[config.mk]
export PLATFORM = sky130hd
export DESIGN_NAME = man_frame_tx
export DESIGN_NICKNAME = d
export VERILOG_FILES = /design/src/rtl/man_pkg.sv /design/src/rtl/man_half_bit_gen.sv /design/src/rtl/man_frame_tx.sv
export SDC_FILE = /design/constraint.sdc
export NUM_CORES = 1
export LEC_CHECK = 0
export CAP_MARGIN = 30
export CELL_PAD_IN_SITES_DETAIL_PLACEMENT = 0
export CELL_PAD_IN_SITES_GLOBAL_PLACEMENT = 1
export CORE_UTILIZATION = 28
export DETAILED_ROUTE_END_ITERATION = 7
export HOLD_SLACK_MARGIN = 0.15
export PLACE_DENSITY = 0.61
export SYNTH_ARGS = -nofsm -noshare
export SYNTH_HDL_FRONTEND = slang
export SYNTH_SLANG_ARGS = --single-unit
[constraint.sdc]
create_clock -name clk -period 2.55 [get_ports clk]
set_input_delay 0.765 -clock clk [delete_from_list [all_inputs] [get_ports clk]]
set_output_delay 0.765 -clock clk [all_outputs]
set_load 0.01 [all_outputs]
[src/rtl/man_pkg.sv]
// Shared types and constants for the Manchester/subcarrier frame transmitter.
package man_pkg;

  typedef enum logic [2:0] {
    ST_IDLE,
    ST_SOF,
    ST_DATA,
    ST_PARITY,
    ST_EOF
  } man_state_e;

  localparam int unsigned HALF_ETU_DEF = 8;
  localparam int unsigned DATA_W_DEF   = 8;

  // Bit [1] = first half modulated, bit [0] = second half modulated.
  localparam logic [1:0] PAT_ONE  = 2'b10;
  localparam logic [1:0] PAT_ZERO = 2'b01;
  localparam logic [1:0] PAT_NONE = 2'b00;

endpackage

[src/rtl/man_half_bit_gen.sv]
// Half-bit timer: counts clocks within a half bit, tracks which half is active
// and produces the subcarrier toggle (1 on the first clock of every half).
module man_half_bit_gen #(
  parameter int unsigned HALF_ETU = 8
) (
  input  logic clk,
  input  logic rst,
  input  logic run,
  output logic half,
  output logic sub,
  output logic half_end,
  output logic bit_end
);

  localparam int unsigned CNT_W = (HALF_ETU > 1) ? $clog2(HALF_ETU) : 1;

  logic [CNT_W-1:0] cnt_q, cnt_d;
  logic             half_q, half_d;
  logic             sub_q, sub_d;

  always_comb begin
    half_end = (cnt_q == CNT_W'(HALF_ETU - 1));
    bit_end  = half_end & half_q;
    cnt_d    = cnt_q;
    half_d   = half_q;
    sub_d    = sub_q;
    if (!run) begin
      cnt_d  = '0;
      half_d = 1'b0;
      sub_d  = 1'b1;
    end else if (half_end) begin
      cnt_d  = '0;
      half_d = ~half_q;
      sub_d  = 1'b1;
    end else begin
      cnt_d  = cnt_q + 1'b1;
      sub_d  = ~sub_q;
    end
  end

  always_ff @(posedge clk or posedge rst) begin
    if (rst) begin
      cnt_q  <= '0;
      half_q <= 1'b0;
      sub_q  <= 1'b1;
    end else begin
      cnt_q  <= cnt_d;
      half_q <= half_d;
      sub_q  <= sub_d;
    end
  end

  assign half = half_q;
  assign sub  = sub_q;

endmodule

[src/rtl/man_frame_tx.sv]
// Frame transmitter: SOF, LSB-first data words with optional odd parity, EOF,
// Manchester coded onto a subcarrier. One-entry holding register feeds the shifter.
module man_frame_tx
  import man_pkg::*;
#(
  parameter int unsigned HALF_ETU  = HALF_ETU_DEF,
  parameter int unsigned DATA_W    = DATA_W_DEF,
  parameter bit          PARITY_EN = 1'b1
) (
  input  logic              clk,
  input  logic              in_rst,
  input  logic              in_enable,
  input  logic [DATA_W-1:0] in_data,
  input  logic              in_valid,
  input  logic              in_last,
  output logic              out_ready,
  output logic              out_data,
  output logic              out_busy,
  output logic              out_done,
  output logic              out_err
);

  localparam int unsigned BIT_W = (DATA_W > 1) ? $clog2(DATA_W) : 1;

  man_state_e        state_q, state_d;
  logic              hold_full_q, hold_full_d;
  logic [DATA_W-1:0] hold_data_q, hold_data_d;
  logic              hold_last_q, hold_last_d;
  logic [DATA_W-1:0] sh_q, sh_d;
  logic              cur_last_q, cur_last_d;
  logic              par_q, par_d;
  logic [BIT_W-1:0]  bit_cnt_q, bit_cnt_d;
  logic              data_q, data_d;
  logic              done_q, done_d;
  logic              err_q, err_d;

  logic       busy, run, accept, load, boundary;
  logic       half, sub, bit_end, half_end_unused;
  logic [1:0] pat;

  assign busy      = (state_q != ST_IDLE);
  assign run       = busy & in_enable;
  assign accept    = in_valid & in_enable & ~hold_full_q;
  assign out_ready = in_rst | (~hold_full_q & in_enable);

  man_half_bit_gen #(
    .HALF_ETU(HALF_ETU)
  ) u_half_bit_gen (
    .clk     (clk),
    .rst     (in_rst),
    .run     (run),
    .half    (half),
    .sub     (sub),
    .half_end(half_end_unused),
    .bit_end (bit_end)
  );

  always_comb begin
    state_d     = state_q;
    hold_full_d = hold_full_q;
    hold_data_d = hold_data_q;
    hold_last_d = hold_last_q;
    sh_d        = sh_q;
    cur_last_d  = cur_last_q;
    par_d       = par_q;
    bit_cnt_d   = bit_cnt_q;
    done_d      = 1'b0;
    err_d       = 1'b0;
    load        = 1'b0;
    boundary    = 1'b0;

    case (state_q)
      ST_IDLE: begin
        if (hold_full_q) begin
          state_d = ST_SOF;
          load    = 1'b1;
        end
      end
      ST_SOF: begin
        if (bit_end) state_d = ST_DATA;
      end
      ST_DATA: begin
        if (bit_end) begin
          sh_d = sh_q >> 1;
          if (bit_cnt_q == BIT_W'(DATA_W - 1)) begin
            bit_cnt_d = '0;
            if (PARITY_EN) state_d = ST_PARITY;
            else           boundary = 1'b1;
          end else begin
            bit_cnt_d = bit_cnt_q + 1'b1;
          end
        end
      end
      ST_PARITY: begin
        if (bit_end) boundary = 1'b1;
      end
      ST_EOF: begin
        if (bit_end) begin
          state_d = ST_IDLE;
          done_d  = 1'b1;
        end
      end
      default: state_d = ST_IDLE;
    endcase

    // Word boundary: finish, chain the held word, or close out an underrun.
    if (boundary) begin
      if (cur_last_q) begin
        state_d = ST_EOF;
      end else if (hold_full_q) begin
        state_d = ST_DATA;
        load    = 1'b1;
      end else begin
        state_d = ST_EOF;
        err_d   = 1'b1;
      end
    end

    if (load) begin
      sh_d       = hold_data_q;
      cur_last_d = hold_last_q;
      par_d      = ~(^hold_data_q);
      bit_cnt_d  = '0;
    end

    if (accept) begin
      hold_full_d = 1'b1;
      hold_data_d = in_data;
      hold_last_d = in_last;
    end else if (load) begin
      hold_full_d = 1'b0;
    end

    case (state_q)
      ST_SOF:    pat = PAT_ONE;
      ST_DATA:   pat = sh_q[0] ? PAT_ONE : PAT_ZERO;
      ST_PARITY: pat = par_q ? PAT_ONE : PAT_ZERO;
      default:   pat = PAT_NONE;
    endcase
    data_d = sub & (half ? pat[0] : pat[1]);

    if (!in_enable) begin
      state_d     = ST_IDLE;
      hold_full_d = 1'b0;
      data_d      = 1'b0;
      done_d      = 1'b0;
      err_d       = busy;
    end
  end

  always_ff @(posedge clk or posedge in_rst) begin
    if (in_rst) begin
      state_q     <= ST_IDLE;
      hold_full_q <= 1'b0;
      hold_data_q <= '0;
      hold_last_q <= 1'b0;
      sh_q        <= '0;
      cur_last_q  <= 1'b0;
      par_q       <= 1'b0;
      bit_cnt_q   <= '0;
      data_q      <= 1'b0;
      done_q      <= 1'b0;
      err_q       <= 1'b0;
    end else begin
      state_q     <= state_d;
      hold_full_q <= hold_full_d;
      hold_data_q <= hold_data_d;
      hold_last_q <= hold_last_d;
      sh_q        <= sh_d;
      cur_last_q  <= cur_last_d;
      par_q       <= par_d;
      bit_cnt_q   <= bit_cnt_d;
      data_q      <= data_d;
      done_q      <= done_d;
      err_q       <= err_d;
    end
  end

  assign out_data = data_q;
  assign out_busy = busy;
  assign out_done = done_q;
  assign out_err  = err_q;

endmodule

==> results.toml, run 1 <==
[outcome]
outcome = "completed"

[pwr]
vdd_drop_max_uv = 299
power_mw = 1.92
p_per_area_nw_per_um2 = 939
leakage_nw = 0.902

[detailed_routing]
routed_wl_um = 3240
vias = 1155
wl_per_cell_um = 13.1
drc = 0
dr.pass1.iters = 4
vias_per_cell = 4.68
postRouteAntennaNets = 0
drt_iter0_markers = 54

[worst_hold_path]
hp-class = "register to register"

[finish]
num-fill-cells = 582
area_growth_pct = 18.7
layout-drive-gt1-share_pct = 18.0
design_area_um2 = 2040
nets = 188
n_antenna_cell = 0

[clocking]
cts_root_buffer = "clkbuf_8"
clk_latency_ps = 290
clk_pin_slew_worst_paths_ps = 70
cts_tree = "yes"
cts.path.max_buffers = 2
clkSinkCount = 34
cts_setup_buffers = 0
cts_buffers = 5
htreeDepth = 2

[worst_setup_path]
critPathArrivalTime_ps = 1690
worstPathMaxFanout = 8
r2r-start = "u_half_bit_gen.cnt_q[0]"
cp_data_required_time_ps = 1790
critPathLaunchType = "register"
cp-startpoint = "state_q[2]"
reg2reg_slack_ps = 570
reg2reg_to = "sh_q[5]"
critPathKind = "register to primary output"
reg2regPathDepth = 6
end_kind = "primary output"
endpoint = "out_busy"

[die]
start_util_pct = 29.1
coreArea_um2 = 5920
row_count = 28
io_pins = 18
die_y_um = 80.4
die_w_um = 80.4
die_area_um2 = 6470

[logic_synthesis]
synth_commonest_cells = "dfrtp_1 (33), nor2_1 (13), mux2_2 (9)"
synth_most_common_cell = "dfrtp_1"
synth-edff-count = 0
synth_xor_xnor_area_share_pct = 5.09
synth_top_family_by_area = "simple AND/OR/NAND/NOR gates"
ys_seq_area_share_pct = 49.5
synth_compound_area_share_pct = 13.7
synth_warnings = 0
synth.mux.area_fraction_pct = 8.79
ys_types = 36
synth_nets = 168
synthAdderAreaFrac_pct = 2.91
syn_area_per_cell_um2 = 11.4
netlist.area_leader.share_pct = 48.0
synth_area_leader_cell = "dfrtp_1"
synthArstFlopShare_pct = 100
ys.flop_type = "dfrtp_1"
synth-seq-cells = 34
synth-simple-area-share_pct = 14.8
syn-instance-count = 151
synth_area_um2 = 1720
synth_area_leaders = "dfrtp_1 (48%), mux2_2 (5.9%), a221o_1 (4.1%)"

[flow_run]
maxCapViolations = 0

[global_routing]
track_usage_pct = 11.7
antenna_found_initial = 0
grt_pass1_vias = 1186
grt_max_degree = 35
grt_pass1_wl_um = 5560
gr-total-overflow = 0

[timing]
rsz0062_at_grt = "no"
slew_violations = 0
fin_worst_skew_ps = 9.84
hold_viol_final = 0
finalSetupViolCount = 0
whs_ps = 447
slew_headroom_pct = 71.1
fmax_mhz = 407
finalCritPeriodShare_pct = 96.3
timing.final.crit_period_ps = 2450
setup_ws_ps = 95.2
final.setup.tns_ps = 0
tightest_slew_ps = 432

[place]
port_buffers = 17
pre_cts_ws_ps = -135
hpwlAfterDp_um = 2320
gp_congestion = 0.760
dpl_cell_area_um2 = 1950
==> worst max-delay path, cell delays in order, from the launching register on <==
cell             delay, ps
dfrtp_1                470
or3_4                  420
clkdlybuf4s50_1        500
==> state kept, by name (all words and copies together), names as in the netlist <==
register and flops:
par_q 1, u_half_bit_gen.cnt_q 3, hold_last_q 1, u_half_bit_gen.sub 1
out_done 1, state_q 3, out_data 1, u_half_bit_gen.half 1
sh_q 8, bit_cnt_q 3, cur_last_q 1, hold_data_q 8
out_err 1, hold_full_q 1
==> layout by cell type (no fill, tap or decap), types with 6 or more instances in the layout <==
cell | Yosys | routed
nor2_1 | 13 | 13
dfrtp_1 | 33 | 33
clkdlybuf4s50_1 | 0 | 16
xnor2_1 | 8 | 8
nand3_1 | 6 | 6
clkbuf_8 | 0 | 6
mux2_2 | 9 | 9
nand2_1 | 8 | 8
a221o_1 | 7 | 7
and3_1 | 8 | 8
==> power by group <==
group	internal, mW	switching, mW	total, mW
registers	0.694	0.0974	0.792
logic	0.363	0.350	0.713
clock network	0.218	0.197	0.415
total	1.27	0.644	1.92
==> stage by stage <==
step	cells	utilization (%)
CTS	247	34.5
finish	247	34.5
global placement	239	33.0
floorplan	151	-
global route	247	34.5
detailed placement	239	33.0
==> per-layer routing <==
layer	GRT usage (%)	part of all wire, %	vias up
li1	-	-	569
met1	13.9	45	555
met2	18.7	48	25
met3	4.77	5.3	6
met4	4.64	1.5	0
met5	0	0	-
==> worst min-delay path by stage <==
stage	depth (start not counted)	endpoint	from
floorplan	1	u_half_bit_gen.cnt_q[0]	u_half_bit_gen.cnt_q[0]
global placement	1	u_half_bit_gen.cnt_q[0]	u_half_bit_gen.cnt_q[0]
detailed placement	1	u_half_bit_gen.sub	u_half_bit_gen.sub
CTS	1	u_half_bit_gen.cnt_q[0]	u_half_bit_gen.cnt_q[0]
global route	1	u_half_bit_gen.cnt_q[0]	u_half_bit_gen.cnt_q[0]
finish	1	u_half_bit_gen.cnt_q[0]	u_half_bit_gen.cnt_q[0]
==> cells by family (layout without fill, tap and decap cells) <==
group                      after synthesis  after routing
DFF                                     34             34
xor gates and xnor gates                10             10
buffers and inverters                   14             35
adders and majority gates                4              4
AOI/OAI and AO/OA                       27             27
and+or+nand+nor                         48             48
muxes                                   14             14
==> layout make-up <==
| type | count | area, µm² | area share (%) |
|---|---|---|---|
| clock buffer | 7 | 86.3 | 4.23 |
| clock inverter | 1 | 5.00 | 0.245 |
| inverter | 5 | 18.8 | 0.919 |
| multi-input combinational | 103 | 781 | 38.2 |
| sequential | 34 | 852 | 41.7 |
| tap | 75 | 93.8 | 4.59 |
| timing repair buffer | 22 | 206 | 10.1 |
==> repair_timing <==
action                     in CTS  in global routing
hold buffers                    0                  0
gates resized for setup         1                  0
setup endpoints to repair       1                  0
Power figures use the tool's default switching activity.
==> run 2: changes to the inputs <==
clock period = 3.1 ns   (was 2.55 ns; I/O delays follow)
==> results.toml, run 2 (synthesized netlist as in run 1, its figures left out) <==
[global_routing]
grt_max_degree = 35
top_usage_layer = "met2"
grt_pass1_vias = 1163
grt.met1_usage_pct = 14.0
grt_pass1_wl_um = 5480
track_usage_pct = 11.5
gr-total-overflow = 0
antenna_found_initial = 0
use_met3_pct = 2.73
use_met2_pct = 18.6

[die]
die_y_um = 80.4
die_w_um = 80.4
coreArea_um2 = 5920
io_pins = 18
start_util_pct = 29.1
die_area_um2 = 6470
row_count = 28

[finish]
final_common_cell = "dfrtp_1"
num-fill-cells = 586
area_growth_pct = 20.9
most-common-layout-cells = "dfrtp_1 (33), clkdlybuf4s50_1 (17), nor2_1 (13), mux2_2 (9)"
instances_no_fill = 245
n_antenna_cell = 0
layout-drive-gt1-share_pct = 17.6
nets = 186
top_regs = "hold_data_q x8, sh_q x8"

[timing]
timing.final.crit_period_ps = 2990
rsz0062_at_grt = "no"
final.setup.tns_ps = 0
slew_headroom_pct = 70.7
fmax_mhz = 334
tightest_slew_ps = 439
hold_viol_final = 0
slew_violations = 0
fin_worst_skew_ps = 7.86
finalCritPeriodShare_pct = 96.6
finalSetupViolCount = 0

[clocking]
htreeDepth = 2
clkSinkCount = 34
cts.repair.resized = 0
cts_tree = "yes"
holdBufCountCts = 0
clk_latency_ps = 290
cts_buffers = 5
cts_root_buffer = "clkbuf_8"
cts.path.max_buffers = 2
clk_pin_slew_worst_paths_ps = 70
cts_setup_buffers = 0

[outcome]
outcome = "completed"

[detailed_routing]
drc = 0
drt_iter0_markers = 77
wl_per_cell_um = 13.0
vias = 1157
vias_per_cell = 4.72
routed_wl_um = 3190
dr.pass1.iters = 4
postRouteAntennaNets = 0

[place]
gp_congestion = 0.767
dp_cells = 237
hpwlAfterDp_um = 2300
port_buffers = 17

[pwr]
vdd_drop_max_uv = 269
leakage_nw = 0.915
p_per_area_nw_per_um2 = 828

[worst_setup_path]
worstPathMaxFanout = 2
end_kind = "primary output"
critPathArrivalTime_ps = 2060
cp_data_required_time_ps = 2170
critPathLaunchType = "input port"
critPathKind = "input port to primary output"
reg2reg_slack_ps = 1130

[worst_hold_path]
hp-class = "register to register"

[flow_run]
maxCapViolations = 0
-- run 2: where the power goes --
part,internal (mW),switching [mW]
clock,0.343,0.167
sequential,0.570,0.108
combinational,0.283,0.250
-- run 2: final timing paths --
check / cells past startpoint / to / start
max in group asynchronous: 3 / u_half_bit_gen.sub / in_rst
min: 1 / u_half_bit_gen.cnt_q[0] / u_half_bit_gen.cnt_q[0]
max reg2reg: 6 / sh_q[6] / u_half_bit_gen.cnt_q[0]
min reg2reg: 1 / u_half_bit_gen.cnt_q[0] / u_half_bit_gen.cnt_q[0]
min in group asynchronous: 3 / out_done / in_rst
max: 3 / out_ready / in_enable
-- run 2: cell type report --
class / count / area [µm²] / share of cell area [%]
clock buffers: 6 / 82.6 / 3.97
inverters: 5 / 18.8 / 0.902
flip-flops and latches: 34 / 852 / 40.9
well taps: 75 / 93.8 / 4.51
repair buffers: 20 / 193 / 9.26
clock inverters: 2 / 60.1 / 2.89
multi-input cells: 103 / 781 / 37.5
-- run 2: metrics by stage --
step	util, %	instance area, µm²	power, mW	hold slack, ps	setup slack [ps]
after global routing	35.1	2080	1.85	483	56.9
final	35.1	2080	1.72	455	105
after floorplan	-	1720	1.12	415	887
after global placement	32.7	1940	1.21	429	88.8
after detailed placement	32.7	1940	1.23	430	104
after CTS	35.1	2080	1.75	457	98.2
-- run 2: per-layer routing --
metal	wire length, µm	up-vias
met2	1570	24
li1	-	564
met3	121	7
met5	0	-
met4	72	0
met1	1430	562
-- run 2: worst max-delay path: stages --
cell and delay, ps:
clkdlybuf4s50_1 480, a21o_1 120, clkdlybuf4s50_1 530
